File: src/rtl/uart_rx_mini_if.sv
// APB slave bus bundle for uart_rx_mini.
// The master drives the request side; the slave returns read data, ready and error.
interface uart_rx_mini_if;
    logic        psel;
    logic        penable;
    logic        pwrite;
    logic [15:0] paddr;
    logic [31:0] pwdata;
    logic [31:0] prdata;
    logic        pready;
    logic        pslverr;

    modport master (
        output psel, penable, pwrite, paddr, pwdata,
        input  prdata, pready, pslverr
    );

    modport slave (
        input  psel, penable, pwrite, paddr, pwdata,
        output prdata, pready, pslverr
    );
endinterface

File: src/rtl/uart_rx_mini.sv
// 8N1 UART receiver: oversampled deframer, small receive FIFO, APB register view.
// Optional feature macro UART_RX_RTS_EN: drives active-low rts from the FIFO level.
module uart_rx_mini #(
    parameter int unsigned CLK_DIV    = 100,
    parameter int unsigned FIFO_DEPTH = 4
) (
    input  logic           clk,
    input  logic           rst_n,
    uart_rx_mini_if.slave  apbs,
    input  logic           rx,
    output logic           rts,
    output logic           irq,
    output logic           dreq
);

    localparam int unsigned AW = (FIFO_DEPTH > 1) ? $clog2(FIFO_DEPTH) : 1;
    localparam int unsigned LW = AW + 1;

    localparam logic [15:0]   DIV_M1  = 16'(CLK_DIV - 1);
    localparam logic [15:0]   HALF_M1 = 16'(CLK_DIV / 2 - 1);
    localparam logic [LW-1:0] DEPTH_L = LW'(FIFO_DEPTH);

    typedef enum logic [2:0] {
        S_IDLE,
        S_START,
        S_DATA,
        S_STOP,
        S_BREAK
    } state_t;

    logic          rx_meta_q;
    logic          rx_s_q;
    logic          rx_prev_q;

    state_t        state_q;
    logic [15:0]   cnt_q;
    logic [2:0]    bit_cnt_q;
    logic [7:0]    shift_q;

    logic [7:0]    mem_q [FIFO_DEPTH];
    logic [AW-1:0] wr_ptr_q;
    logic [AW-1:0] rd_ptr_q;
    logic [LW-1:0] level_q;
    logic [LW-1:0] level_d;
    logic          ovr_q;
    logic          frame_q;

    logic [15:0]   tick_at;
    logic          bit_tick;
    logic          push;
    logic          frame_ev;

    logic          rd_acc;
    logic          wr_acc;
    logic          sel_data;
    logic          sel_stat;
    logic          empty;
    logic          full;
    logic          pop;
    logic          push_ok;
    logic          ovr_ev;
    logic          clr_ovr;
    logic          clr_frame;
    logic [7:0]    lvl_ext;

    always_ff @(posedge clk or negedge rst_n) begin
        if (!rst_n) begin
            rx_meta_q <= 1'b1;
            rx_s_q    <= 1'b1;
            rx_prev_q <= 1'b1;
        end else begin
            rx_meta_q <= rx;
            rx_s_q    <= rx_meta_q;
            rx_prev_q <= rx_s_q;
        end
    end

    // START samples at half a bit period, all later bits one full period apart.
    assign tick_at  = (state_q == S_START) ? HALF_M1 : DIV_M1;
    assign bit_tick = (cnt_q == tick_at);
    assign push     = (state_q == S_STOP) && bit_tick && rx_s_q;
    assign frame_ev = (state_q == S_STOP) && bit_tick && !rx_s_q;

    always_ff @(posedge clk or negedge rst_n) begin
        if (!rst_n) begin
            state_q   <= S_IDLE;
            cnt_q     <= '0;
            bit_cnt_q <= '0;
            shift_q   <= '0;
        end else begin
            case (state_q)
                S_IDLE: begin
                    cnt_q <= '0;
                    if (rx_prev_q && !rx_s_q) begin
                        state_q   <= S_START;
                        bit_cnt_q <= '0;
                    end
                end
                S_START: begin
                    if (bit_tick) begin
                        cnt_q   <= '0;
                        state_q <= rx_s_q ? S_IDLE : S_DATA;
                    end else begin
                        cnt_q <= cnt_q + 16'd1;
                    end
                end
                S_DATA: begin
                    if (bit_tick) begin
                        cnt_q     <= '0;
                        shift_q   <= {rx_s_q, shift_q[7:1]};
                        bit_cnt_q <= bit_cnt_q + 3'd1;
                        if (bit_cnt_q == 3'd7) begin
                            state_q <= S_STOP;
                        end
                    end else begin
                        cnt_q <= cnt_q + 16'd1;
                    end
                end
                S_STOP: begin
                    if (bit_tick) begin
                        cnt_q   <= '0;
                        state_q <= rx_s_q ? S_IDLE : S_BREAK;
                    end else begin
                        cnt_q <= cnt_q + 16'd1;
                    end
                end
                S_BREAK: begin
                    cnt_q <= '0;
                    if (rx_s_q) begin
                        state_q <= S_IDLE;
                    end
                end
                default: begin
                    state_q <= S_IDLE;
                    cnt_q   <= '0;
                end
            endcase
        end
    end

    assign rd_acc    = apbs.psel && apbs.penable && !apbs.pwrite;
    assign wr_acc    = apbs.psel && apbs.penable && apbs.pwrite;
    assign sel_data  = (apbs.paddr[3:2] == 2'd0);
    assign sel_stat  = (apbs.paddr[3:2] == 2'd1);
    assign empty     = (level_q == '0);
    assign full      = (level_q == DEPTH_L);
    assign pop       = rd_acc && sel_data && !empty;
    // A pop in the same cycle frees the head slot, so a full FIFO still accepts the push.
    assign push_ok   = push && (!full || pop);
    assign ovr_ev    = push && full && !pop;
    assign clr_ovr   = wr_acc && sel_stat && apbs.pwdata[1];
    assign clr_frame = wr_acc && sel_stat && apbs.pwdata[2];

    always_comb begin
        level_d = level_q;
        case ({push_ok, pop})
            2'b10:   level_d = level_q + LW'(1);
            2'b01:   level_d = level_q - LW'(1);
            default: level_d = level_q;
        endcase
    end

    always_ff @(posedge clk or negedge rst_n) begin
        if (!rst_n) begin
            for (int unsigned i = 0; i < FIFO_DEPTH; i++) begin
                mem_q[i] <= '0;
            end
            wr_ptr_q <= '0;
            rd_ptr_q <= '0;
            level_q  <= '0;
            ovr_q    <= 1'b0;
            frame_q  <= 1'b0;
        end else begin
            if (push_ok) begin
                mem_q[wr_ptr_q] <= shift_q;
                wr_ptr_q        <= wr_ptr_q + AW'(1);
            end
            if (pop) begin
                rd_ptr_q <= rd_ptr_q + AW'(1);
            end
            level_q <= level_d;
            ovr_q   <= ovr_ev   || (ovr_q   && !clr_ovr);
            frame_q <= frame_ev || (frame_q && !clr_frame);
        end
    end

    assign lvl_ext = 8'(level_q);

    always_comb begin
        apbs.prdata = '0;
        if (apbs.psel && !apbs.pwrite) begin
            if (sel_data) begin
                apbs.prdata = empty ? 32'h8000_0000 : {24'h0, mem_q[rd_ptr_q]};
            end else if (sel_stat) begin
                apbs.prdata = {24'h0, lvl_ext[3:0], 1'b0, frame_q, ovr_q, !empty};
            end
        end
    end

    assign apbs.pready  = 1'b1;
    assign apbs.pslverr = apbs.psel && apbs.penable && apbs.paddr[3];

    assign dreq = !empty;
    assign irq  = !empty || ovr_q || frame_q;

`ifdef UART_RX_RTS_EN
    logic rts_q;

    always_ff @(posedge clk or negedge rst_n) begin
        if (!rst_n) begin
            rts_q <= 1'b0;
        end else begin
            rts_q <= (level_q >= LW'(FIFO_DEPTH - 1));
        end
    end

    assign rts = rts_q;
`else
    assign rts = 1'b1;
`endif

    logic unused_ok;
    assign unused_ok = &{1'b0, apbs.paddr[15:4], apbs.paddr[1:0],
                         apbs.pwdata[31:3], apbs.pwdata[0], lvl_ext[7:4]};

endmodule

File: src/flat_wrapper.sv
// flat-port wrapper written by rule: the top's interface ports become plain ports
module uart_rx_mini_flat 
#(
    parameter int unsigned CLK_DIV    = 100,
    parameter int unsigned FIFO_DEPTH = 4
)
  (clk, rst_n, rx, rts, irq, dreq, apbs_psel, apbs_penable, apbs_pwrite, apbs_paddr, apbs_pwdata, apbs_prdata, apbs_pready, apbs_pslverr);
  uart_rx_mini_if apbs_i ();
  input  logic clk;
  input  logic rst_n;
  input  logic rx;
  output logic rts;
  output logic irq;
  output logic dreq;
  input wire logic [$bits(apbs_i.psel)-1:0] apbs_psel;
  input wire logic [$bits(apbs_i.penable)-1:0] apbs_penable;
  input wire logic [$bits(apbs_i.pwrite)-1:0] apbs_pwrite;
  input wire logic [$bits(apbs_i.paddr)-1:0] apbs_paddr;
  input wire logic [$bits(apbs_i.pwdata)-1:0] apbs_pwdata;
  output wire logic [$bits(apbs_i.prdata)-1:0] apbs_prdata;
  output wire logic [$bits(apbs_i.pready)-1:0] apbs_pready;
  output wire logic [$bits(apbs_i.pslverr)-1:0] apbs_pslverr;
  assign apbs_i.psel = apbs_psel;
  assign apbs_i.penable = apbs_penable;
  assign apbs_i.pwrite = apbs_pwrite;
  assign apbs_i.paddr = apbs_paddr;
  assign apbs_i.pwdata = apbs_pwdata;
  assign apbs_prdata = apbs_i.prdata;
  assign apbs_pready = apbs_i.pready;
  assign apbs_pslverr = apbs_i.pslverr;
  uart_rx_mini #(.CLK_DIV(CLK_DIV), .FIFO_DEPTH(FIFO_DEPTH)) u_core (.clk(clk), .rst_n(rst_n), .apbs(apbs_i), .rx(rx), .rts(rts), .irq(irq), .dreq(dreq));
endmodule
File: config.mk
export PLATFORM = sky130hd
export DESIGN_NAME = uart_rx_mini_flat
export DESIGN_NICKNAME = d
export VERILOG_FILES = /design/src/rtl/uart_rx_mini_if.sv /design/src/rtl/uart_rx_mini.sv /design/src/flat_wrapper.sv
export SDC_FILE = /design/constraint.sdc
export NUM_CORES = 1
export LEC_CHECK = 0
export ABC_AREA = 1
export CORE_UTILIZATION = 55
export DETAILED_ROUTE_END_ITERATION = 8
export GPL_TIMING_DRIVEN = 0
export PLACE_DENSITY = 0.9
export SYNTH_ARGS = -nofsm -noshare
export SYNTH_HDL_FRONTEND = slang
export SYNTH_SLANG_ARGS = --single-unit
File: constraint.sdc
create_clock -name clk -period 7.5 [get_ports clk]
set_clock_uncertainty 0.05 [all_clocks]
set_input_delay 1.125 -clock clk [delete_from_list [all_inputs] [get_ports clk]]
set_output_delay 1.125 -clock clk [all_outputs]
set_load 0.01 [all_outputs]
# After elaboration in Yosys (flattened, before gate mapping)
# Cells that the tools add are included.
[classes]
addsub = 6
magnitude_cmp = 3
n_eq_ne = 16
n_mux = 26
n_bitwise = 2
n_reduce_logical = 41
[ops]
columns = ["operator", "n"]
rows = [
  ["$mux 32", 3],
  ["$bwmux 32", 1],
  ["$mux 16", 2],
  ["$mux 3", 9],
  ["$mux 8", 3],
  ["$logic_and 1x1->1", 20],
  ["$add 16x1->16 const B", 1],
  ["$bmux 8 s2", 1],
  ["$demux 8 s2", 1],
  ["$eq 16x16->1", 1],
  ["$pmux 3 s5", 1],
  ["$mux 7", 2],
  ["$ne 2x1->1 const B", 6],
  ["$pmux 3 s2", 2],
  ["$eq 3x3->1 const B", 3],
  ["$logic_not 1->1", 7],
  ["$add 3x1->3 const B", 2],
  ["$eq 3x2->1 const B", 2],
  ["$ge 3x3->1 const B", 2],
  ["$logic_not 3->1", 2],
  ["$not 2->3", 2],
  ["$reduce_and 6->1", 1],
  ["$logic_or 1x1->1", 5],
  ["$add 2x1->2 const B", 2],
  ["other kinds (11)", 13],
]
[word_totals]
regBits = 74
inputBits = 54

# Logic depth before layout (Yosys ltp)
[depth]
word_depth = 8
ltp_mapped = 15
mapped_depth_nobuf = 14

# Least setup slack after synthesis
# Ideal clock, no wire load.
[synth_path]
path_kind = "input port to output port"
from = "in apbs_psel"
to = "out apbs_prdata[3]"
t_arrival_ns = 1.789
t_required_ns = 6.325
slack_ns = 4.536
cell_stages = 6
n_path_buf = 0
cell_sequence = "inv_1 nor2_2 nand2_1 nor2_4 inv_1 a21oi_1"
[synth_via]
elab_chain_len = 2
[synth_rtl]
columns = ["element", "line_no", "text"]
rows = [
  ["start: declaration", "flat_wrapper.sv:15", "input wire logic [$bits(apbs_i.psel)-1:0] apbs_psel;"],
  ["$logic_and 1x1->1", "uart_rx_mini.sv:191", "if (apbs.psel && !apbs.pwrite) begin"],
  ["$mux 32", "uart_rx_mini.sv:191", ""],
  ["end: declaration", "flat_wrapper.sv:20", "output wire logic [$bits(apbs_i.prdata)-1:0] apbs_prdata;"],
]
# Every way passes these cells.

# Worst setup path after layout
[layout_path]
from = "in apbs_psel"
to = "out apbs_prdata[7]"
# The elaborated chain is that of the path after synthesis.

==> impl_metrics.json <==
{
  "path_depth": 8,
  "slew_viol_final": 0,
  "vias": 3666,
  "critPathKind": "in2out",
  "clock_tree.buffer_depth": 2,
  "tightest_slew_ns": 0.906,
  "cpMaxStageDelayCell": "clkdlybuf4s50_1",
  "yosys.area.top_type_share_pct": 43.1,
  "r2r_end": "u_core.level_q[2]$_DFFE_PN0P_",
  "preCtsSetupSlack_ns": 3.41,
  "critPathBufInv": 4,
  "crit_chain": "clkdlybuf4s50_1, inv_1, nor2_2, nand2_1, nor2_4, inv_1, a21oi_1, clkdlybuf4s50_1",
  "status": "completed",
  "grt_pass1_vias": 3451,
  "path_delay_family": "buffers and inverters",
  "worstReg2RegStart": "u_core.level_q[1]$_DFFE_PN0P_",
  "synth_edf_count": 0,
  "end_kind": "primary output",
  "diodes": 0,
  "drtIter0Drc": 334,
  "ys_types": 39,
  "h-tree-depth": 3,
  "p_per_area_nw_per_um2": 240,
  "synth_area_leaders": "dfrtp_1 (43%), nand2_1 (12%), nand4_1 (5.2%)",
  "num_io_pins": 91,
  "reg2reg_depth": 14,
  "dp_hpwl_um": 6710,
  "crit_arrival_ns": 2.96,
  "coreArea_sq_um": 7250,
  "fin_area_sq_um": 4740,
  "clkLatencyLatePin_ns": 0.35,
  "hold_viol_final": 0,
  "worstPathMaxFanout": 6,
  "r2r_slack_ns": 4.77,
  "setup_viol": 0,
  "grt_util_all_layers_pct": 26.1,
  "p_leak_uw": 0.00239,
  "grt_pass1_wl_um": 15500,
  "grt-ovfl-total": 0,
  "required_ns": 6.32,
  "drc": 0,
  "cts_buffers": 9,
  "place.port_buffers": 21,
  "detail_route.wl_per_cell_um": 13.7,
  "n_fill_cell": 572,
  "antenna_found_initial": 0,
  "drive_above_1_share_pct": 14.0,
  "cts.sinks": 74,
  "critPathLaunchType": "input pin",
  "syn_area_per_cell_sq_um": 8.17,
  "drtPass1Iterations": 5,
  "synthArstFlopShare_pct": 100,
  "period_needed_ns": 4.14,
  "ant_nets": 0,
  "gp_congestion": 0.892,
  "dieWidth_um": 88.6,
  "post_dp_cell_area_sq_um": 4540,
  "hp-start": "u_core.rx_meta_q$_DFF_PN1_",
  "ys_ff_latch": 74,
  "syn_inst": 505,
  "ys_seq_area_share_pct": 45.0,
  "area_delta_synth_final_pct": 14.9,
  "wirelength_um": 9080,
  "cts_root_buffer": "clkbuf_8",
  "fin_tns_setup_ns": 0,
  "slowest_delay_ns": 0.56,
  "start_util_pct": 56.9,
  "hold_end": "u_core.rx_s_q$_DFF_PN1_",
  "synth_area_sq_um": 4130,
  "worstHoldPathType": "reg2reg",
  "period_share_pct": 55.2,
  "max-vdd-ir-drop_mv": 0.110,
  "grt_max_degree": 75,
  "viasPerCell": 5.52,
  "cts_tree": "built",
  "worst_slew_margin_rel_pct": 39.6,
  "postCtsHoldBufs": 0,
  "cts.clk_slew.worst_paths_ns": 0.07,
  "setup_slack_ns": 3.36,
  "dieArea_sq_um": 7850,
  "fp-row-count": 31,
  "postCtsSetupBuffers": 0,
  "cts-resized-gates": 0,
  "rsz0062_at_grt": "no",
  "yosys_most_used_dff": "dfrtp_1",
  "nNetsFinal": 623,
  "holdPathStages": 0,
  "die-height_um": 88.6,
  "cap_viol_max_count": 0,
  "whs_ns": 0.314,
  "fmax_mhz": 242,
  "synth_warnings": 0,
  "post-synth-top-area-cell": "dfrtp_1"
}
[worst max-delay path by stage]
stage / to / slack [ns] / startpoint
floorplan: apbs_prdata[3] / 4.54 / apbs_psel
global placement: u_core.shift_q[3]$_DFFE_PN0P_ / 2.80 / rst_n
detailed placement: apbs_prdata[7] / 3.41 / apbs_psel
CTS: apbs_prdata[7] / 3.39 / apbs_psel
global route: apbs_prdata[3] / 3.31 / apbs_psel
finish: apbs_prdata[7] / 3.36 / apbs_psel
[metrics by stage]
stage | total power [uW] | instances | utilization, %
after floorplan | 733 | 528 | -
after global placement | 816 | 648 | 62.7
after detailed placement | 832 | 648 | 62.6
after CTS | 1140 | 664 | 65.3
after global routing | 1210 | 664 | 65.3
final | 1140 | 664 | 65.3
[synthesized netlist by cell type, types with 3 or more instances]
master,count
nor3_1,6
buf_2,7
xor2_1,8
nand3_2,3
inv_1,43
buf_8,4
dfstp_2,3
inv_2,4
dfrtp_1,71
a21oi_1,8
o31ai_1,5
nor2_1,56
nand3_1,17
ha_1,8
nor2_4,5
clkbuf_1,3
o22ai_1,6
nand2_1,132
xnor2_1,3
nor2_2,3
nand4_1,34
o21ai_0,31
buf_4,25
[area by class of cell]
cell class / count / area (sq um) / area share [%]
Buffer: 40 / 305 / 6.44
Clock buffer: 11 / 141 / 2.98
Clock inverter: 5 / 53.8 / 1.14
Inverter: 47 / 176 / 3.72
Multi-Input combinational cell: 367 / 1870 / 39.6
Sequential cell: 74 / 1860 / 39.2
Tap cell: 99 / 124 / 2.61
Timing Repair Buffer: 21 / 208 / 4.38
[worst reg2reg max path, stage by stage (launching register included)]
cell	delay, ns
dfrtp_1	0.39
inv_1	0.13
nand2_1	0.10
nor2_2	0.20
nor2_4	0.09
nand2_2	0.13
nand3_2	0.16
buf_6	0.19
nand2_1	0.14
ha_1	0.16
inv_1	0.06
fa_1	0.38
a21oi_1	0.14
o21ai_0	0.12
xor2_1	0.16
[placed cells by master (no fill, tap or decap), types with 5 or more instances in the layout]
cell type / Yosys / final
nand2_1: 132 / 132
dfrtp_1: 71 / 71
clkdlybuf4s50_1: 0 / 20
nor3_1: 6 / 6
clkbuf_8: 0 / 10
buf_2: 7 / 7
nand3_1: 17 / 17
conb_1: 2 / 25
a21oi_1: 8 / 8
o31ai_1: 5 / 5
nor2_4: 5 / 5
xor2_1: 8 / 8
nand4_1: 34 / 34
buf_4: 25 / 26
o22ai_1: 6 / 6
inv_1: 43 / 43
ha_1: 8 / 8
o21ai_0: 31 / 31
nor2_1: 56 / 56
[power breakdown]
group,switching (uW),internal [uW]
combinational,249,120
sequential,32.4,430
clock,143,162
[sequential cells by signal (all words and copies together), names as in the netlist]
| register | flops |
|---|---|
| u_core.level_q | 3 |
| u_core.shift_q | 8 |
| u_core.mem_q | 32 |
| u_core.bit_cnt_q | 3 |
| u_core.frame_q | 1 |
| u_core.rx_meta_q | 1 |
| u_core.cnt_q | 16 |
| u_core.state_q | 3 |
| u_core.rx_prev_q | 1 |
| u_core.wr_ptr_q | 2 |
| u_core.ovr_q | 1 |
| u_core.rd_ptr_q | 2 |
| u_core.rx_s_q | 1 |
[metal layers]
layer	global-route usage, %	routed length [um]	up-vias
met2	42.7	4430	194
met1	32.7	3650	1731
met5	0	0	-
met3	5.78	745	30
met4	13.0	252	0
li1	-	-	1711
[cell families after synthesis]
kind of cell	count (synthesis)	synth area share, %
and+or+nand+nor	267	30.5
buffers and inverters	87	11.7
DFF	74	45.0
AOI/OAI and AO/OA	55	7.46
xor gates and xnor gates	11	2.34
adders and majority gates	9	2.91
other	2	0.182
(Power assumes the default switching activity.)
